--- src/rtl/mjpeg_block_fetch.sv ---
`default_nettype none
// ============================================================================
//  Module   : mjpeg_block_fetch
//  Purpose  : Memory-mapped block gather engine. The CPU programs SRC, DST,
//             STRIDE and NBLK, then starts a transfer. For each block the
//             engine gathers an 8x2-word tile (8 rows of 2 words, rows STRIDE
//             bytes apart) and writes it to DST as 16 consecutive words.
//  Ports    : clk, resetn (sync, active-low)
//             CPU  : en, valid, addr[31:0], wstrb[3:0], wdata[31:0]
//                    -> ready (1-cycle pulse), rdata[31:0]
//             MEM  : mem_valid, mem_write, mem_addr[31:0], mem_wdata[31:0]
//                    <- mem_ready, mem_rdata[31:0]
//  Registers: 0x00 CTRL (bit0 start), 0x04 STATUS (bit0 busy, bit1 done),
//             0x08 SRC, 0x0C DST, 0x10 STRIDE, 0x14 NBLK, 0x18 PERF
//  Options  : define MJPEG_BLOCK_FETCH_PERF_EN to include the busy-cycle
//             counter behind PERF; otherwise PERF reads 0.
//  Revision : 1.0 - initial release
// ============================================================================
module mjpeg_block_fetch #(
    parameter logic [31:0] MMAP_BASE = 32'h4000_0000
) (
    input  logic        clk,
    input  logic        resetn,
    input  logic        en,
    input  logic        valid,
    input  logic [31:0] addr,
    input  logic [3:0]  wstrb,
    input  logic [31:0] wdata,
    output logic        ready,
    output logic [31:0] rdata,
    output logic        mem_valid,
    output logic        mem_write,
    output logic [31:0] mem_addr,
    output logic [31:0] mem_wdata,
    input  logic        mem_ready,
    input  logic [31:0] mem_rdata
);

    localparam logic [31:0] c_OFF_CTRL   = 32'h00;
    localparam logic [31:0] c_OFF_STATUS = 32'h04;
    localparam logic [31:0] c_OFF_SRC    = 32'h08;
    localparam logic [31:0] c_OFF_DST    = 32'h0C;
    localparam logic [31:0] c_OFF_STRIDE = 32'h10;
    localparam logic [31:0] c_OFF_NBLK   = 32'h14;
    localparam logic [31:0] c_OFF_PERF   = 32'h18;

    localparam logic [2:0] c_S_IDLE    = 3'd0;
    localparam logic [2:0] c_S_RD      = 3'd1;
    localparam logic [2:0] c_S_RD_WAIT = 3'd2;
    localparam logic [2:0] c_S_WR      = 3'd3;
    localparam logic [2:0] c_S_WR_WAIT = 3'd4;

    logic [31:0] r_src, r_dst, r_stride, r_nblk;
    logic        r_busy, r_done;
    logic [2:0]  r_state;
    logic [31:0] r_blk;
    logic [3:0]  r_word;
    logic        r_ready;
    logic [31:0] r_rdata;
    logic        r_mem_valid, r_mem_write;
    logic [31:0] r_mem_addr, r_mem_wdata;

    logic        w_acc, w_wr, w_start, w_cfg_we;
    logic [31:0] w_off, w_rd_val, w_perf;
    logic        w_last_word, w_last_blk;
    logic [3:0]  w_nxt_word;
    logic [31:0] w_nxt_blk;

    // Row r of block b starts at SRC + 8*b + STRIDE*r; each row holds 2 words.
    function automatic logic [31:0] f_rd_addr(input logic [31:0] src, input logic [31:0] stride,
                                              input logic [28:0] blk, input logic [3:0] word);
        return src + {blk, 3'b000} + (stride * {29'd0, word[3:1]}) + {29'd0, word[0], 2'b00};
    endfunction

    // Destination blocks are packed: 16 words (64 bytes) per block.
    function automatic logic [31:0] f_wr_addr(input logic [31:0] dst, input logic [25:0] blk,
                                              input logic [3:0] word);
        return dst + {blk, 6'd0} + {26'd0, word, 2'b00};
    endfunction

    assign w_acc    = valid && en && !r_ready;
    assign w_wr     = w_acc && (wstrb != 4'b0000);
    assign w_off    = addr - MMAP_BASE;
    assign w_start  = w_wr && (w_off == c_OFF_CTRL) && wdata[0] && !r_busy;
    assign w_cfg_we = w_wr && !r_busy;

    assign w_last_word = (r_word == 4'hF);
    assign w_last_blk  = ((r_blk + 32'd1) == r_nblk);
    assign w_nxt_word  = r_word + 4'd1;
    assign w_nxt_blk   = w_last_word ? (r_blk + 32'd1) : r_blk;

    always_comb begin
        w_rd_val = 32'd0;
        case (w_off)
            c_OFF_STATUS: w_rd_val = {30'd0, r_done, r_busy};
            c_OFF_SRC:    w_rd_val = r_src;
            c_OFF_DST:    w_rd_val = r_dst;
            c_OFF_STRIDE: w_rd_val = r_stride;
            c_OFF_NBLK:   w_rd_val = r_nblk;
            c_OFF_PERF:   w_rd_val = w_perf;
            default:      w_rd_val = 32'd0;
        endcase
    end

    always_ff @(posedge clk) begin
        if (!resetn) begin
            r_src       <= 32'd0;
            r_dst       <= 32'd0;
            r_stride    <= 32'd0;
            r_nblk      <= 32'd0;
            r_busy      <= 1'b0;
            r_done      <= 1'b0;
            r_state     <= c_S_IDLE;
            r_blk       <= 32'd0;
            r_word      <= 4'd0;
            r_ready     <= 1'b0;
            r_rdata     <= 32'd0;
            r_mem_valid <= 1'b0;
            r_mem_write <= 1'b0;
            r_mem_addr  <= 32'd0;
            r_mem_wdata <= 32'd0;
        end else begin
            r_ready <= w_acc;
            if (w_acc) begin
                r_rdata <= w_rd_val;
            end

            if (w_cfg_we) begin
                case (w_off)
                    c_OFF_SRC:    r_src    <= wdata;
                    c_OFF_DST:    r_dst    <= wdata;
                    c_OFF_STRIDE: r_stride <= wdata;
                    c_OFF_NBLK:   r_nblk   <= wdata;
                    default:      ;
                endcase
            end

            // Start only lands while idle, so it never overlaps the FSM's
            // own updates of busy/done/blk/word below.
            if (w_start) begin
                r_busy <= 1'b1;
                r_done <= 1'b0;
                r_blk  <= 32'd0;
                r_word <= 4'd0;
            end

            case (r_state)
                c_S_IDLE: begin
                    // One launch cycle with busy set; an empty job finishes here.
                    if (r_busy) begin
                        if (r_nblk == 32'd0) begin
                            r_busy <= 1'b0;
                            r_done <= 1'b1;
                        end else begin
                            r_state     <= c_S_RD;
                            r_mem_valid <= 1'b1;
                            r_mem_write <= 1'b0;
                            r_mem_addr  <= f_rd_addr(r_src, r_stride, r_blk[28:0], r_word);
                        end
                    end
                end
                c_S_RD: begin
                    r_mem_valid <= 1'b0;
                    r_state     <= c_S_RD_WAIT;
                end
                c_S_RD_WAIT: begin
                    if (mem_ready) begin
                        r_mem_wdata <= mem_rdata;
                        r_mem_valid <= 1'b1;
                        r_mem_write <= 1'b1;
                        r_mem_addr  <= f_wr_addr(r_dst, r_blk[25:0], r_word);
                        r_state     <= c_S_WR;
                    end
                end
                c_S_WR: begin
                    r_mem_valid <= 1'b0;
                    r_state     <= c_S_WR_WAIT;
                end
                c_S_WR_WAIT: begin
                    if (mem_ready) begin
                        if (w_last_word && w_last_blk) begin
                            r_state <= c_S_IDLE;
                            r_busy  <= 1'b0;
                            r_done  <= 1'b1;
                        end else begin
                            r_word      <= w_nxt_word;
                            r_blk       <= w_nxt_blk;
                            r_state     <= c_S_RD;
                            r_mem_valid <= 1'b1;
                            r_mem_write <= 1'b0;
                            r_mem_addr  <= f_rd_addr(r_src, r_stride, w_nxt_blk[28:0], w_nxt_word);
                        end
                    end
                end
                default: begin
                    r_state     <= c_S_IDLE;
                    r_mem_valid <= 1'b0;
                end
            endcase
        end
    end

`ifdef MJPEG_BLOCK_FETCH_PERF_EN
    logic [31:0] r_perf;

    always_ff @(posedge clk) begin
        if (!resetn) begin
            r_perf <= 32'd0;
        end else if (w_start) begin
            r_perf <= 32'd0;
        end else if (r_busy && (r_perf != 32'hFFFF_FFFF)) begin
            r_perf <= r_perf + 32'd1;
        end
    end

    assign w_perf = r_perf;
`else
    assign w_perf = 32'd0;
`endif

    assign ready     = r_ready;
    assign rdata     = r_rdata;
    assign mem_valid = r_mem_valid;
    assign mem_write = r_mem_write;
    assign mem_addr  = r_mem_addr;
    assign mem_wdata = r_mem_wdata;

endmodule
`default_nettype wire
--- config.mk ---
export PLATFORM = sky130hd
export DESIGN_NAME = mjpeg_block_fetch
export DESIGN_NICKNAME = d
export VERILOG_FILES = /design/src/rtl/mjpeg_block_fetch.sv
export SDC_FILE = /design/constraint.sdc
export NUM_CORES = 1
export LEC_CHECK = 0
export ABC_AREA = 1
export BUFFER_PORTS_ARGS = -buffer_cell sky130_fd_sc_hd__buf_2
export CAP_MARGIN = 0
export CORE_AREA = 2 2 208 210
export DETAILED_ROUTE_END_ITERATION = 6
export DIE_AREA = 0 0 210 212
export PLACE_DENSITY_LB_ADDON = 0.12
export RECOVER_POWER = 100
export SYNTH_ARGS = -nofsm -noshare
export SYNTH_HDL_FRONTEND = slang
export SYNTH_SLANG_ARGS = --single-unit
--- constraint.sdc ---
create_clock -name clk -period 6.1 [get_ports clk]
set_input_delay 1.22 -clock clk [delete_from_list [all_inputs] [get_ports clk]]
set_output_delay 1.22 -clock clk [all_outputs]
set_load 0.02 [all_outputs]
## Word-level counts from Yosys, hierarchy flattened

Index checks and enable logic that the tools add are counted.
Widths: inputs -> output; s select.

- Equality and inequality tests: 17
- Add/subtract/negate cells: 11
- Multipliers: 2
- Reductions and logical operators: 23
- Muxes and demuxes: 45

Operator list:

| operator | number |
|---|---|
| $mux 32 | 10 |
| $add 32x32->32 | 5 |
| $pmux 32 s5 | 1 |
| $pmux 32 s3 | 1 |
| $add 32x3->32 | 2 |
| $eq 32x4->1 const B | 2 |
| $eq 32x5->1 const B | 2 |
| $logic_not 32->1 | 2 |
| $mul 32x3->32 | 2 |
| $add 32x1->32 const B | 1 |
| $add 32x6->32 | 1 |
| $eq 32x3->1 const B | 1 |
| $eq 32x32->1 | 1 |
| $sub 32x31->32 const B | 1 |
| $mux 1 | 20 |
| $mux 4 | 4 |
| $pmux 3 s5 | 1 |
| $mux 3 | 4 |
| $ne 2x2->1 const B | 5 |
| $reduce_and 2->1 | 5 |
| $logic_and 1x1->1 | 8 |
| $eq 3x2->1 const B | 2 |
| $pmux 1 s3 | 2 |
| $reduce_and 6->1 | 1 |
| other kinds (12) | 14 |

- Word-level logic and storage cells: 114
- Output and inout bits: 99
- Flip-flop bits (word level): 268

## Logic depth before layout (Yosys ltp)

Gate-level depths: netlist of run 1.

- Depth in word-level cells: 10
- Gate-level depth with buffers: 31

## Worst setup path after synthesis of run 1

Ideal clock, no wire load.

- Kind: register to register
- Start: register r_word[1]
- End: register r_mem_addr[25], in the netlist mem_addr[25]
- Buffers on the path: 2
- Arrival: 4.593 ns
- Setup slack: 1.392 ns
- Library setup time: 0.115 ns
- Cell stages (with the launch flop): 25
- Required time: 5.985 ns
- Cells stage by stage: dfxtp_1 > clkbuf_1 > nand3_1 > nand2_1 > and2_0 > clkinv_1 > clkbuf_1 > nor2_1 > fa_1 > fa_1 > fa_1 > ha_1 > a21oi_1 > o21ai_0 > a21oi_1 > inv_1 > nand3_1 > nand3_1 > or2_2 > nand3_1 > o21ai_0 > nor2_1 > nand3_2 > nand2_1 > nor2_1

- Word-level cells in the longest chain between the ends: 8
- Elaborated cells on any way between the ends: 20
- Those cells by class: add/sub: 7; mul: 2; eq/ne: 2; mux: 7; reduce/logical: 2

Ends and longest elaborated chain:

| what | line | RTL |
|---|---|---|
| from (decl) | 57 | `logic [3:0] r_word;` |
| from (signal assigned) | 186 | `r_word <= w_nxt_word;` |
| branches (longest 8 deep; another with $mul 32x3->32) | -- |  |
| to (signal assigned) | 158 | `r_mem_addr <= f_rd_addr(r_src, r_stride, r_blk[28:0], r_word);` |
| to (signal assigned) | 171 | `r_mem_addr <= f_wr_addr(r_dst, r_blk[25:0], r_word);` |
| to (signal assigned) | 191 | `r_mem_addr <= f_rd_addr(r_src, r_stride, w_nxt_blk[28:0], w_nxt_word);` |
| to (decl) | 61 | `logic [31:0] r_mem_addr, r_mem_wdata;` |

Parallel ways; which one is timed is not known. The select of a mux whose other input is x is not followed.
A chain may end at the register's enable or synchronous reset.

## Worst setup path in the final report of run 1

- Start: register r_blk[1]
- End: register r_blk[13]

- Word-level cells in the longest chain between the ends: 6
- Elaborated cells on any way between the ends: 7
- Those cells by class: add/sub: 1; eq/ne: 1; mux: 4; reduce/logical: 1

Ends and longest elaborated chain:

| what | line | RTL |
|---|---|---|
| from (decl) | 56 | `logic [31:0] r_blk;` |
| from (signal assigned) | 187 | `r_blk <= w_nxt_blk;` |
| $add 32x1->32 * | 88, 90 |  |
| $eq 32x32->1 | 88 | `assign w_last_blk = ((r_blk + 32'd1) == r_nblk);` |
| $logic_and 1x1->1 | 181 | `if (w_last_word && w_last_blk) begin` |
| $mux 32 * | 181 |  |
| $mux 32 * | 180 | `if (mem_ready) begin` |
| $mux 32 * | 147 | `case (r_state)` |

Every way passes the cells marked *; elsewhere a longest branch is shown, timed or not. The select of a mux whose other input is x is not followed.

==> results.txt, run 1 <==
Post-synth EDFFs = 0
Clock Skew = 0.0194 ns
Avg Inst Size Synth = 6.89 um^2
remaining global-route overflow = 0
HP Class = flip-flop to flip-flop
YS warnings = 0
wire per inst = 22.9 um
r2r endpoint = r_blk[13]
internal power = 0.00290 W
Post-Layout Cell Count = 4025
Initial Util = 54.0%
Num CTS Buffers = 31
Tcrit/Tclk final = 96.3%
Area Overhead vs Synth = 9.70%
switching power = 0.000909 W
# hold bufs at CTS = 0
final instance area = 25200 um^2
H-Tree Depth = 1
Top-Level Pins = 204
placed cell areas = 24300 um^2
#FFs+latches synth = 268
CTS Sinks = 268
# DRC = 0
Worst path depth = 18
dominant synthesized flop cell = dfxtp_1
M1 GR Usage = 54.0%
Slew HR = -101%
Crit Reg-Reg Startpoint = r_blk[1]
CTS tree = done
setup TNS = 0 ns
initial antenna violation count = 0
combinational share of power = 3.4%
first-pass GRT wire length = 138 mm
cells after synthesis = 3329
CP cell instances = buf_4, ha_1, nand3_1, inv_1, nand2_1, inv_2, nand2_1, nand2_1, nand2_1, nand2_1, nand2_1, nor2_1, nand4_1, nor2_4, nand2_1, nand2_1, nand3_1, a21oi_1
die area = 44500 um^2
crit path max-delay cell type = nand2_1
vias in the first global route = 23500
nature of the critical path endpoint = flip-flop
port buffer count = 203
Synth async-reset ratio = 0%
P per Cell Area = 151 nW/um^2
DP Wirelength = 73.3 mm
RSZ-0062 raised after global routing = no
router iterations before antenna repair = 7
Max Buffers Root-to-Sink = 3
path depth of the worst reg2reg path = 18
worst path bufs/invs = 3
Via density = 6.11
failing checks = capacitance limit, slew limit
crit-path most repeated cell = nand2_1
Routed Antenna Nets = 0
Syn Nets = 3708
clk slew on worst S/H paths = 0.06 ns
die width = 210 um
Worst-Margin Slew = 3.01 ns
reg2reg setup slack = 0.23 ns
Nets = 3834
worst min-delay path startpoint = rdata[11]
CP Launch Type = flip-flop
Clock Power Share = 50.6%
fmax = 0.170 GHz
P_leak = 11.3 nW
largest net degree at the start of global routing = 105
M3 GR Usage = 11.7%
final slew viol count = 493
final wirelength = 92.1 mm
delay-heaviest family, CP = simple AND/OR/NAND/NOR gates
WHS Endpoint = rdata[11]
GRT Util Overall = 40.8%
status = complete, but fails checks
sequential share of the synthesized area = 23.4%
CORE AREA = 42500 um^2
max-cap violation count = 10
Post-Syn Area = 22900 um^2
layer with the highest usage = met2
worst hold path depth = 2
CP Max Fanout = 37
WP data arrival = 6.37 ns
Placed Cells = 3968
ant diodes = 0
Post-CTS Setup Bufs = 0
M2 GR Usage = 63.0%
WP data required = 6.60 ns
Setup Viol. Count Final = 0
peak supply drop = 0.000225 V
Reg power frac = 46.0%
fin crit period = 5.87 ns
filler cell count = 4112
worst skew pair latency = 0.61 ns
Crit path largest cell delay = 1.56 ns
First DRT Iteration DRCs = 2984
ratio of cells with drive above 1 in the final layout = 7.07%
Cell variety after synth = 54
Final Hold Fails = 0
switching share of power = 23.9%
FP Rows = 76
Clk Tree Root Cell = clkbuf_16
# resized after CTS = 0
DR vias = 24600
GP Congestion = 1.01
Worst Path Class, Setup = flip-flop to flip-flop
Tot Pwr = 0.00381 W
height of the die = 212 um
==> final cells by class <==
type / instances / area [um^2] / share of cell area, %
clock inverters: 14 / 148 / 0.586
well taps: 546 / 683 / 2.71
clock buffers: 43 / 891 / 3.54
flip-flops and latches: 268 / 5370 / 21.3
repair buffers: 237 / 1110 / 4.43
multi-input cells: 2498 / 15400 / 61.2
inverters: 419 / 1580 / 6.27
==> metal layers <==
layer | wire length [um] | vias up
met5 | 0 | -
met4 | 4150 | 0
met3 | 11600 | 200
met2 | 39600 | 1528
met1 | 36700 | 11600
li1 | - | 11200
==> tightest hold or removal path, delay by kind of cell (launching register included) <==
kind | cells | cell delay [ns]
AOI/OAI and AO/OA | 1 | 0.05
DFF | 1 | 0.31
and+or+nand+nor | 1 | 0.06
==> how the worst max path moves through the flow <==
stage,startpoint,to,slack [ns]
floorplan,r_word[1],mem_addr[25],1.39
global placement,r_word[0],mem_addr[23],0.54
detailed placement,r_word[0],mem_addr[23],0.45
CTS,r_word[0],mem_addr[23],0.42
global route,r_word[0],mem_addr[19],0.05
finish,r_blk[1],r_blk[13],0.23
==> sequential cells by signal, summed over array words and instances, names as in the netlist, 3 cells and up <==
signal     cells
r_src         32
r_state        3
r_word         4
r_blk         32
r_nblk        32
mem_addr      32
mem_wdata     32
rdata         32
r_stride      32
r_dst         32
==> synth_stat cells, drive strengths merged, types with 2 or more instances <==
master | number | share of area, %
nand3b | 8 | 0.26
buf | 29 | 0.81
o2111ai | 2 | 0.076
a22oi | 7 | 0.23
xnor2 | 13 | 0.50
nand2 | 652 | 11
o21bai | 9 | 0.31
a211oi | 36 | 1.2
a31oi | 11 | 0.30
clkinv | 6 | 0.098
a221oi | 7 | 0.27
nand4 | 41 | 1.1
o211ai | 2 | 0.065
xor2 | 20 | 0.76
o21ai | 303 | 6.6
nor3 | 27 | 0.59
a21oi | 315 | 6.9
a21o | 22 | 0.72
o221ai | 3 | 0.11
dfxtp | 268 | 23
o21a | 10 | 0.33
nor2 | 403 | 6.8
ha | 97 | 5.3
or2 | 17 | 0.46
nand3 | 210 | 4.9
and2 | 4 | 0.11
inv | 413 | 6.8
a21boi | 3 | 0.098
clkbuf | 115 | 1.9
fa | 177 | 15
o31ai | 3 | 0.098
o22ai | 64 | 1.7
nor4 | 21 | 0.57
nor3b | 3 | 0.098
==> cells by family after synthesis <==
kind of cell	after synthesis	synth area share, %
AO/OA/AOI/OAI	803	19.2
adder cells (fa/ha/maj)	274	20.7
XOR/XNOR	34	1.36
buffers and inverters	563	9.54
flip-flops	268	23.4
AND/OR/NAND/NOR	1387	25.8
==> through the flow <==
step	worst slack [ns]	util [%]	hold slack, ns
after detailed placement	0.447	57.2	0.453
after floorplan	1.39	-	0.455
after CTS	0.423	59.6	0.465
final	0.226	59.2	0.467
after global placement	0.536	57.2	0.450
after global routing	0.0506	59.2	0.480
==> cell usage in the layout (no fill, tap or decap), types with 31 or more instances in the layout <==
master,count
buf_2,103
clkbuf_16,31
o21ai_0,302
dfxtp_1,268
ha_1,97
clkbuf_1,110
fa_1,177
a21oi_1,315
inv_1,410
a211oi_1,36
nand3_1,197
nor2_1,385
nand4_1,41
o22ai_1,64
nand2_1,646
==> power groups by stage <==
stage | Combinational, W | Clock (W) | Sequential [W]
after floorplan | 0.0000522 | 0 | 0.00179
after global placement | 0.000120 | 0 | 0.00179
after detailed placement | 0.000124 | 0 | 0.00179
after CTS | 0.000125 | 0.00192 | 0.00175
after global routing | 0.000138 | 0.00200 | 0.00175
final | 0.000130 | 0.00193 | 0.00175
Note: power is estimated with default switching activity, not from simulation.
==> inputs of run 2 (changes only) <==
--- a/config.mk
+++ b/config.mk
@@ -8,9 +8,9 @@
 export ABC_AREA = 1
 export BUFFER_PORTS_ARGS = -buffer_cell sky130_fd_sc_hd__buf_2
 export CAP_MARGIN = 0
-export CORE_AREA = 2 2 208 210
+export CORE_AREA = 2 2 190 229
 export DETAILED_ROUTE_END_ITERATION = 6
-export DIE_AREA = 0 0 210 212
+export DIE_AREA = 0 0 192 231
 export PLACE_DENSITY_LB_ADDON = 0.12
 export RECOVER_POWER = 100
 export SYNTH_ARGS = -nofsm -noshare
==> run 2 against run 1 <==
  * The flow finishes with violations (DRC, capacitance limit, slew limit)
  * Combinational power barely moved
  * Via count up 1.4%
  * Core utilization grew 0.45 points
  * Register-to-register slack gained 0.03 ns
  * Critical endpoint is now mem_addr[23]
==> results.txt, run 2 (same netlist as run 1, synthesis figures left out) <==
Tot Pwr = 0.00376 W (-1.3%)
WP data required = 6.58 ns (-0.02 ns)
CTS tree = done
vias in the first global route = 24400 (+3.7%)
FP Rows = 83 (+9.2%)
Setup Viol. Count Final = 0 (unchanged)
port buffer count = 203 (unchanged)
CORE AREA = 42400 um^2 (-0.32%)
CTS Sinks = 268 (unchanged)
Clock Skew = 0.0173 ns (-0.00215 ns)
RSZ-0062 raised after global routing = yes
Via density = 6.17 (+0.96%)
Worst Path Class, Setup = flip-flop to flip-flop
Reg power frac = 46.6% (+0.6 points)
switching power = 0.000893 W (-1.7%)
Area Overhead vs Synth = 10.2%
failing checks = DRC, capacitance limit, slew limit
DP Wirelength = 75.5 mm (+3.0%)
Num CTS Buffers = 28 (-9.7%)
worst skew pair latency = 0.58 ns (-0.03 ns)
die width = 192 um (-8.6%)
Max Buffers Root-to-Sink = 3 (unchanged)
Nets = 3848 (+0.37%)
max-cap violation count = 4 (-6)
P_leak = 11.3 nW (+0.49%)
fin crit period = 5.85 ns (-0.0254 ns)
H-Tree Depth = 1 (unchanged)
switching share of power = 23.8% (-0.10 points)
setup TNS = 0 ns (unchanged)
GP Congestion = 1.10 (+8.7%)
final wirelength = 95.3 mm (+3.5%)
first-pass GRT wire length = 143 mm (+3.8%)
Clk Tree Root Cell = clkbuf_16
combinational share of power = 3.5% (about the same)
HP Class = flip-flop to flip-flop
ant diodes = 0 (unchanged)
fmax = 0.171 GHz (+0.43%)
Slew HR = -101% (about the same)
GRT Util Overall = 42.7% (+1.9 points)
commonest cells after routing, fill and taps aside = nand2_1 (644), inv_1 (410), nor2_1 (387)
wire per inst = 23.6 um (+3.1%)
final slew viol count = 201 (-59%)
First DRT Iteration DRCs = 3134 (+5.0%)
initial antenna violation count = 1 (+1)
nature of the critical path endpoint = flip-flop
DR vias = 24900 (+1.4%)
height of the die = 231 um (+9.0%)
Tcrit/Tclk final = 95.9% (-0.42 points)
status = complete, but fails checks
Initial Util = 54.2% (+0.17 points)
Routed Antenna Nets = 0 (unchanged)
peak supply drop = 0.000183 V (-19%)
# hold bufs at CTS = 0 (unchanged)
remaining global-route overflow = 0 (unchanged)
WP data arrival = 6.33 ns (-0.04 ns)
clk slew on worst S/H paths = 0.06 ns (about the same)
ratio of cells with drive above 1 in the final layout = 7.48% (+0.41 points)
most common cell after layout, fill and taps aside = nand2_1
internal power = 0.00286 W (-1.1%)
CP Max Fanout = 10 (-73%)
# DRC = 11 (+11)
router iterations before antenna repair = 7 (unchanged)
Top-Level Pins = 204 (unchanged)
CP Launch Type = flip-flop
Worst-Margin Slew = 3.01 ns (+0.000941 ns)
largest net degree at the start of global routing = 114 (+8.6%)
Clock Power Share = 50.0% (-0.6 points)
die area = 44400 um^2 (-0.38%)
fin util = 59.7% (+0.45 points)
P per Cell Area = 149 nW/um^2 (-1.7%)
Final Hold Fails = 0 (unchanged)
-- run 2: cell types whose count changed in the layout (fill, tap and decap cells not counted), moves of 3 or more --
cell / change
buf_4: +22
clkbuf_2: -3
clkbuf_1: -3
inv_6: -3
clkinv_2: -3
-- run 2: path summary, 6_finish.rpt --
check	startpoint	end	slack, ns	depth (start not counted)
setup / recovery	r_word[2]	mem_addr[23]	0.25	22
hold reg to reg	mem_valid	mem_valid	0.46	2
setup reg to reg	r_word[2]	mem_addr[23]	0.25	22
hold / removal	mem_valid	mem_valid	0.46	2
-- run 2: metrics by stage --
| stage | setup slack, ns | hold WS, ns | cells | cell area (um^2) |
|---|---|---|---|---|
| 2_1_floorplan | 1.39 | 0.455 | 3329 | 22900 |
| 3_3_place_gp | 0.294 | 0.446 | 3989 | 24400 |
| 3_5_place_dp | 0.166 | 0.453 | 3989 | 24400 |
| 4_1_cts | 0.130 | 0.461 | 4040 | 25400 |
| 5_1_grt | 0.00501 | 0.488 | 4042 | 25300 |
| 6_report | 0.251 | 0.462 | 4042 | 25300 |
-- run 2: metal layers --
metal | GRT usage (%) | wire length [um] | vias up
li1 | - | - | 11300
met1 | 53.8 | 35500 | 11600
met2 | 66.8 | 41600 | 1762
met3 | 9.93 | 11200 | 349
met4 | 25.1 | 7020 | 2
met5 | 0 | 13 | -
-- run 2: layout make-up --
class / instances / area, um^2
fillers: 3988 / 17100
inverters: 419 / 1580
flip-flops and latches: 268 / 5370
repair buffers: 253 / 1250
clock buffers: 39 / 823
repair inverters: 1 / 7.51
multi-input cells: 2498 / 15400
well taps: 552 / 691
clock inverters: 12 / 164
-- run 2: critical path, cell delays in order (launching register included) --
cell and delay (ns):
dfxtp_1 0.36, buf_4 0.17, nand3_1 0.08, nand2_1 0.06, and2_0 0.52, clkinvlp_4 0.23
buf_4 0.24, nor2_1 0.18, fa_1 0.46, fa_1 0.52, fa_1 0.42, ha_1 0.41
nand2_1 0.15, nor4_1 0.82, nand3_1 0.30, nand2_1 0.16, a21oi_1 0.07, o21ai_0 0.12
nand2_1 0.07, a21oi_1 0.16, nand3_2 0.08, nand2_1 0.09, nor2_1 0.05
-- run 2: timing repair --
item | CTS | global route
setup endpoints to repair | 0 | 15
setup buffers | 0 | 1
endpoints found under the hold margin | 0 | 0
gates resized for setup | 0 | 3
-- run 2: power groups by stage --
stage	clock [W]	sequential, W	combinational, W
after floorplan	0	0.00179	0.0000522
after global placement	0	0.00179	0.000124
after detailed placement	0	0.00179	0.000125
after CTS	0.00187	0.00175	0.000126
after global routing	0.00195	0.00175	0.000140
final	0.00188	0.00175	0.000130
